==> src/rtl/onehot_encoder_1024x10_seq.sv <==
// onehot_encoder_1024x10_seq: chunked multi-cycle one-hot to binary encoder with zero/multi-hot flags
module onehot_encoder_1024x10_seq #(
  parameter int N_IN  = 1024,
  parameter int W_OUT = 10,
  parameter int CHUNK = 64
) (
  input  logic             clk,
  input  logic             rst_n,
  input  logic             start,
  input  logic [N_IN-1:0]  y,
  output logic             busy,
  output logic             done,
  output logic [W_OUT-1:0] idx,
  output logic             valid,
  output logic             err_none,
  output logic             err_multi
);
  localparam int NC = N_IN / CHUNK;
  localparam int KW = $clog2(NC);
  localparam int PW = $clog2(CHUNK);
  typedef enum logic [1:0] {IDLE, SCAN, DONE} state_t;
  state_t           state;
  logic [N_IN-1:0]  shadow;
  logic [KW-1:0]    k;
  logic [1:0]       hits;
  logic [W_OUT-1:0] first;
  logic [CHUNK-1:0] chunk;
  logic [1:0]       c_cnt;
  logic [PW-1:0]    c_pos;
  logic [2:0]       sum;
  assign busy = state != IDLE;
  // Downward walk leaves c_pos at the lowest set bit; count saturates at 2.
  always_comb begin
    chunk = shadow[k*CHUNK +: CHUNK];
    c_cnt = '0;
    c_pos = '0;
    for (int i = CHUNK - 1; i >= 0; i--)
      if (chunk[i]) begin
        c_pos = PW'(i);
        c_cnt = (c_cnt == 2'd2) ? 2'd2 : c_cnt + 2'd1;
      end
    sum = {1'b0, hits} + {1'b0, c_cnt};
  end
  always_ff @(posedge clk) begin
    if (!rst_n) begin
      state     <= IDLE;
      shadow    <= '0;
      k         <= '0;
      hits      <= '0;
      first     <= '0;
      done      <= 1'b0;
      idx       <= '0;
      valid     <= 1'b0;
      err_none  <= 1'b0;
      err_multi <= 1'b0;
    end else begin
      done <= 1'b0;
      case (state)
        IDLE: if (start) begin
          shadow <= y;
          k      <= '0;
          hits   <= '0;
          first  <= '0;
          state  <= SCAN;
        end
        SCAN: begin
          hits <= (sum[2] | sum[1]) ? 2'd2 : sum[1:0];
          if (hits == 2'd0 && c_cnt != 2'd0) first <= W_OUT'({k, c_pos});
          k <= k + 1'b1;
          if (k == KW'(NC - 1)) state <= DONE;
        end
        DONE: begin
          done      <= 1'b1;
          idx       <= (hits == 2'd0) ? '0 : first;
          valid     <= hits == 2'd1;
          err_none  <= hits == 2'd0;
          err_multi <= hits == 2'd2;
          state     <= IDLE;
        end
        default: state <= IDLE;
      endcase
    end
  end
endmodule

==> config.mk <==
export PLATFORM = sky130hd
export DESIGN_NAME = onehot_encoder_1024x10_seq
export DESIGN_NICKNAME = d
export VERILOG_FILES = /design/src/rtl/onehot_encoder_1024x10_seq.sv
export SDC_FILE = /design/constraint.sdc
export NUM_CORES = 2
export LEC_CHECK = 0
export ABC_AREA = 1
export CAP_MARGIN = 20
export CORE_AREA = 8 8 398 400
export DETAILED_ROUTE_END_ITERATION = 16
export DIE_AREA = 0 0 406 408
export SETUP_SLACK_MARGIN = 0.1
export SYNTH_ARGS = -nofsm -noshare
export SYNTH_HDL_FRONTEND = slang
export SYNTH_SLANG_ARGS = --single-unit
==> constraint.sdc <==
create_clock -name clk -period 34.8 [get_ports clk]
set_input_delay 3.48 -clock clk [delete_from_list [all_inputs] [get_ports clk]]
set_output_delay 3.48 -clock clk [all_outputs]
set_load 0.005 [all_outputs]
# == Word-level counts from Yosys, hierarchy flattened ==
# Cells that the tools add are included.
# word_totals
regBits,1056
input_bits,1027
output_inout_bits,15
word_cells,362
# classes
add_sub_neg,65
n_eq_ne,71
shifts,1
n_mux,204
bitwise,1
n_reduce_logical,10
# ops
cell,n
1024-bit by 11-bit indexed part select with 64-bit output,1
6-bit two-way mux,64
2-bit two-way mux,130
2-bit equality test (second input constant),65
2-bit by 1-bit adder with 2-bit output (second input constant),63
10-bit two-way mux,3
10-bit case mux with 2 select lines,1
2-bit case mux with 2 select lines,2
4-bit case mux with 2 select lines,1
2-bit != test (second input constant),3
2-bit AND reduction,3
2-bit nonzero test,3
4-bit by 1-bit adder with 4-bit output (second input constant),1
2-bit by 1-bit equality test with 1-bit output (second input constant),2
4-bit equality test (second input constant),1
2-bit zero test,2
4-bit two-way mux,1
2-bit by 2-bit adder with 3-bit output,1
3-bit AND reduction,1
1-bit two-way mux,2
1-bit logical AND,1
1-bit bitwise OR,1

# == Longest topological paths before layout ==
# depth
ltp_word,195
mapped_depth,257
depth_no_buf,204

# == Worst setup path after synthesis ==
# Ideal clock, no wire load.
# synth_timing
path_kind,reg2reg
start,reg k[0]
end,reg hits[0]
setup_time_ps,132
t_arrival_ps,28008
required_time_ps,34668
slack_ps,6659
path_stages_with_launch,241
path_buffers,54
synth_period_minus_slack_ps,28141
cell_sequence,dfxtp_1 -> buf_4 -> buf_6 -> buf_2 -> buf_4 -> buf_4 -> buf_2 -> buf_2 -> buf_2 -> buf_2 -> buf_1 -> buf_2 -> clkbuf_1 -> clkbuf_1 -> buf_2 -> buf_2 -> clkbuf_1 -> clkbuf_1 -> [... 205 more ...] -> nand2_1 -> nand2_1 -> inv_1 -> nand3_1 -> nand2_2 -> inv_1 -> ha_1 -> inv_1 -> nor2_1 -> a21oi_1 -> inv_1 -> ha_1 -> inv_1 -> fa_1 -> nand2_1 -> inv_1 -> nand3_1 -> a21oi_1
# synth_via
elab_chain_cells,195
# synth_lines
element,line,text
start: declaration,24,logic [KW-1:0] k;
start signal: assignment,69,k <= k + 1'b1;
1024-bit by 11-bit indexed part select with 64-bit output *,34,chunk = shadow[k*CHUNK +: CHUNK];
1-bit two-way mux,38,if (chunk[i]) begin
2-bit by 1-bit adder with 2-bit output / 2-bit equality test (equally long branches),40,c_cnt = (c_cnt == 2'd2) ? 2'd2 : c_cnt + 2'd1;
2-bit two-way mux,40,
2-bit two-way mux,38,
2-bit by 1-bit adder with 2-bit output / 2-bit equality test (equally long branches),40,
2-bit two-way mux,40,
2-bit two-way mux,38,
[... 179 more ...],-,
2-bit two-way mux,38,
2-bit by 1-bit adder with 2-bit output / 2-bit equality test (equally long branches),40,
2-bit two-way mux,40,
2-bit two-way mux *,38,
2-bit by 2-bit adder with 3-bit output *,42,"sum = {1'b0, hits} + {1'b0, c_cnt};"
1-bit bitwise OR,67,hits <= (sum[2] | sum[1]) ? 2'd2 : sum[1:0];
2-bit two-way mux *,67,
2-bit case mux with 2 select lines *,58,case (state)
end signal: assignment,67,
end: declaration,25,logic [1:0] hits;
# Every way passes the cells marked *; elsewhere a longest branch is shown, timed or not.
# A chain may end at the register's enable or synchronous reset.

# == Worst setup path after layout ==
# Ends and elaborated chain as after synthesis.

==> results.yml <==
cts:
  cts_resized: 0
  htreeDepth: 3
  path_clk_slew_ns: 0.06
  cts_buffers: 118
  clock_sinks: 1056
  post_cts_buffers: 0
  cts_tree: "done"
  clkLatencyLatePin_ns: 0.77
  cts_buffer_depth: 3
  cts-hold-fix-buffers: 0
  cts_root_buffer: "clkbuf_16"
layout:
  nNetsFinal: 9707
  multi_input_area_mm2: 0.0278
  seqCellArea_mm2: 0.0212
  final_common_cell: "nor2_1"
  stdcell_count: 10875
  layout_common_cells: "2577 x nor2_1, 1425 x o21ai_0, 1100 x nand2_1"
  syn_to_final_growth_pct: 29.7
  num-fill-cells: 15820
  drive_gt1_share_pct: 5.61
  post-route-util_pct: 44.2
synthesis:
  async_flop_share_pct: 0
  ys_warn_count: 0
  synth_edf_count: 0
  synthCells: 8009
  synth_top_area_share_pct: 40.7
  synthTopCellsByArea: "dfxtp_1 41%, nor2_1 19%, o21ai_0 14%"
  synth_seq_cells: 1056
  synth.lib_cells_used.distinct: 49
  synth_nets: 9045
  yosysTopAreaCell: "dfxtp_1"
  syn_avg_cell_area_um2: 6.49
  seq_area_frac_synth_pct: 40.7
  syn_area_mm2: 0.0520
  yosys_most_used_dff: "dfxtp_1"
power_and_ir_drop:
  swShare_pct: 42.7
  ir_drop_uv: 75.1
  pwr-share-clk_pct: 25.9
  powerDensity_mw_per_mm2: 73.1
  power_frac_comb_pct: 46.2
  p_leak_nw: 27.6
  seqPwrFrac_pct: 27.9
  p_total_mw: 4.93
  internal_power_mw: 2.82
  switchingPower_mw: 2.11
sta:
  max_slew.worst_pin.slew_ns: 1.26
  final.period_utilization_pct: 60.1
  setup_viol: 0
  hold_viol: 0
  clock_skew_ns: 0.0723
  fin_crit_ns: 20.91
  slew_viol_final: 0
  fmax_ghz: 0.0478
  grt_setup_unrepaired: "false"
  slew_headroom_pct: 15.9
  finalWorstSetupSlack_ns: 13.89
  finalSetupTns_ns: 0
routing:
  drcViolationCount: 0
  detail_route.wirelength_um: 222000
  drt-initial-drc-count: 4942
  dr.pass1.iters: 6
  ant_nets: 0
  routed_via_density: 5.22
  drt-wirelength-per-cell_um: 20.4
  via_count: 56758
die:
  die_y_um: 408
  dieArea_mm2: 0.166
  rows: 144
  placeableCoreArea_mm2: 0.153
  fp.dieW_um: 406
  initial_core_util_pct: 34.1
  top_level_ports: 1042
global_routing:
  grt_pass1_wl_um: 326000
  antenna_found_initial: 78
  grt_max_degree: 236
  grt_overflow_total: 0
  grtUsageTotal_pct: 25.0
  grt_pass1_vias: 53286
setup_path:
  cp.arrival_ns: 21.50
  start_kind: "flip-flop"
  path_common_cell: "nand2_1"
  required_ns: 35.39
  worstPathMaxFanout: 53
  crit_family: "simple AND/OR/NAND/NOR gates"
  path_class: "reg2reg"
  worstPathBufferInverterCount: 25
  cp-end-kind: "flip-flop"
  slowest_stage: "dfxtp_4"
  critPathMaxStageDelay_ns: 0.73
place:
  place_hpwl_um: 158000
  dp.cells: 10595
  io_buffers: 1041
  place_ws_ns: 14.06
  place.gp.congestion: 0.906
worst_hold_path:
  hold_path.class: "reg2reg"
flow_run:
  cap_violations: 0
run_status:
  status: "completed"
path summary, 6_finish.rpt:
check | from | cells past startpoint | endpoint | slack, ns
worst min-delay path | first[0]$_SDFFE_PN0P_ | 2 | idx[0]$_SDFFE_PN0P_ | 0.45
worst max register to register | k[0]$_SDFFE_PN0P_ | 190 | hits[0]$_SDFFE_PN0P_ | 13.89
worst max-delay path | k[0]$_SDFFE_PN0P_ | 190 | hits[0]$_SDFFE_PN0P_ | 13.89
worst min register to register | first[0]$_SDFFE_PN0P_ | 2 | idx[0]$_SDFFE_PN0P_ | 0.45
cells in the mapped netlist (32+ instances only):
library cell	count
nand3_1	316
inv_2	36
dfxtp_1	1056
clkbuf_1	457
nand2_1	1101
o221ai_1	46
o211ai_1	47
a21oi_1	185
nor2_1	2577
o22ai_1	138
buf_1	37
o21ai_0	1425
inv_1	158
buf_2	43
a22oi_1	32
nand2_2	105
nand3_2	34
metrics by stage:
| stage | hold WS, ns | instance area [um2] |
|---|---|---|
| floorplan | 0.430 | 52000 |
| finish | 0.448 | 67400 |
| global route | 0.465 | 67400 |
| CTS | 0.461 | 67300 |
| detailed placement | 0.453 | 63300 |
| global placement | 0.443 | 63300 |
power by group through the flow:
stage | clock network, mW | registers [mW] | logic [mW]
3_3_place_gp | 0 | 1.40 | 2.20
6_report | 1.28 | 1.38 | 2.28
5_1_grt | 1.35 | 1.39 | 2.59
2_1_floorplan | 0 | 1.38 | 1.75
3_5_place_dp | 0 | 1.40 | 2.24
4_1_cts | 1.30 | 1.37 | 2.25
tightest hold or removal path, stage by stage (launching register included):
cell and delay, ns:
dfxtp_1 0.30, nand2_1 0.05, a21oi_1 0.05
layout make-up:
class	count	area share (%)
multi-input cells	6193	41.3
flip-flops and latches	1056	31.4
repair buffers	1101	16.3
clock buffers	184	5.28
well taps	2044	3.79
inverters	201	1.16
clock inverters	38	0.635
diodes	58	0.215
registers in the layout (all words and copies together) (netlist names):
register   flops
valid          1
shadow      1024
first         10
hits           2
idx           10
state          2
done           1
err_none       1
k              4
err_multi      1
cells by family (layout without fill, tap and decap cells):
logic type	Yosys count	in the layout	synth area share [%]
buffers and inverters	760	1524	5.84
AO/OA/AOI/OAI	1977	1977	20.8
flip-flops	1056	1056	40.7
AND/OR/NAND/NOR	4207	4207	32.5
other	0	58	0
adder cells (fa/ha/maj)	9	9	0.231
per-layer routing:
layer	part of all wire (%)	routed length, um	up-vias	track usage [%]
li1	-	-	27733	-
met1	42	93200	26779	31.8
met2	48	106000	1901	41.6
met4	3.4	7500	22	10.1
met5	0.066	147	-	0
met3	6.8	15100	323	4.80
No activity file was read; power rests on OpenSTA's default activity.
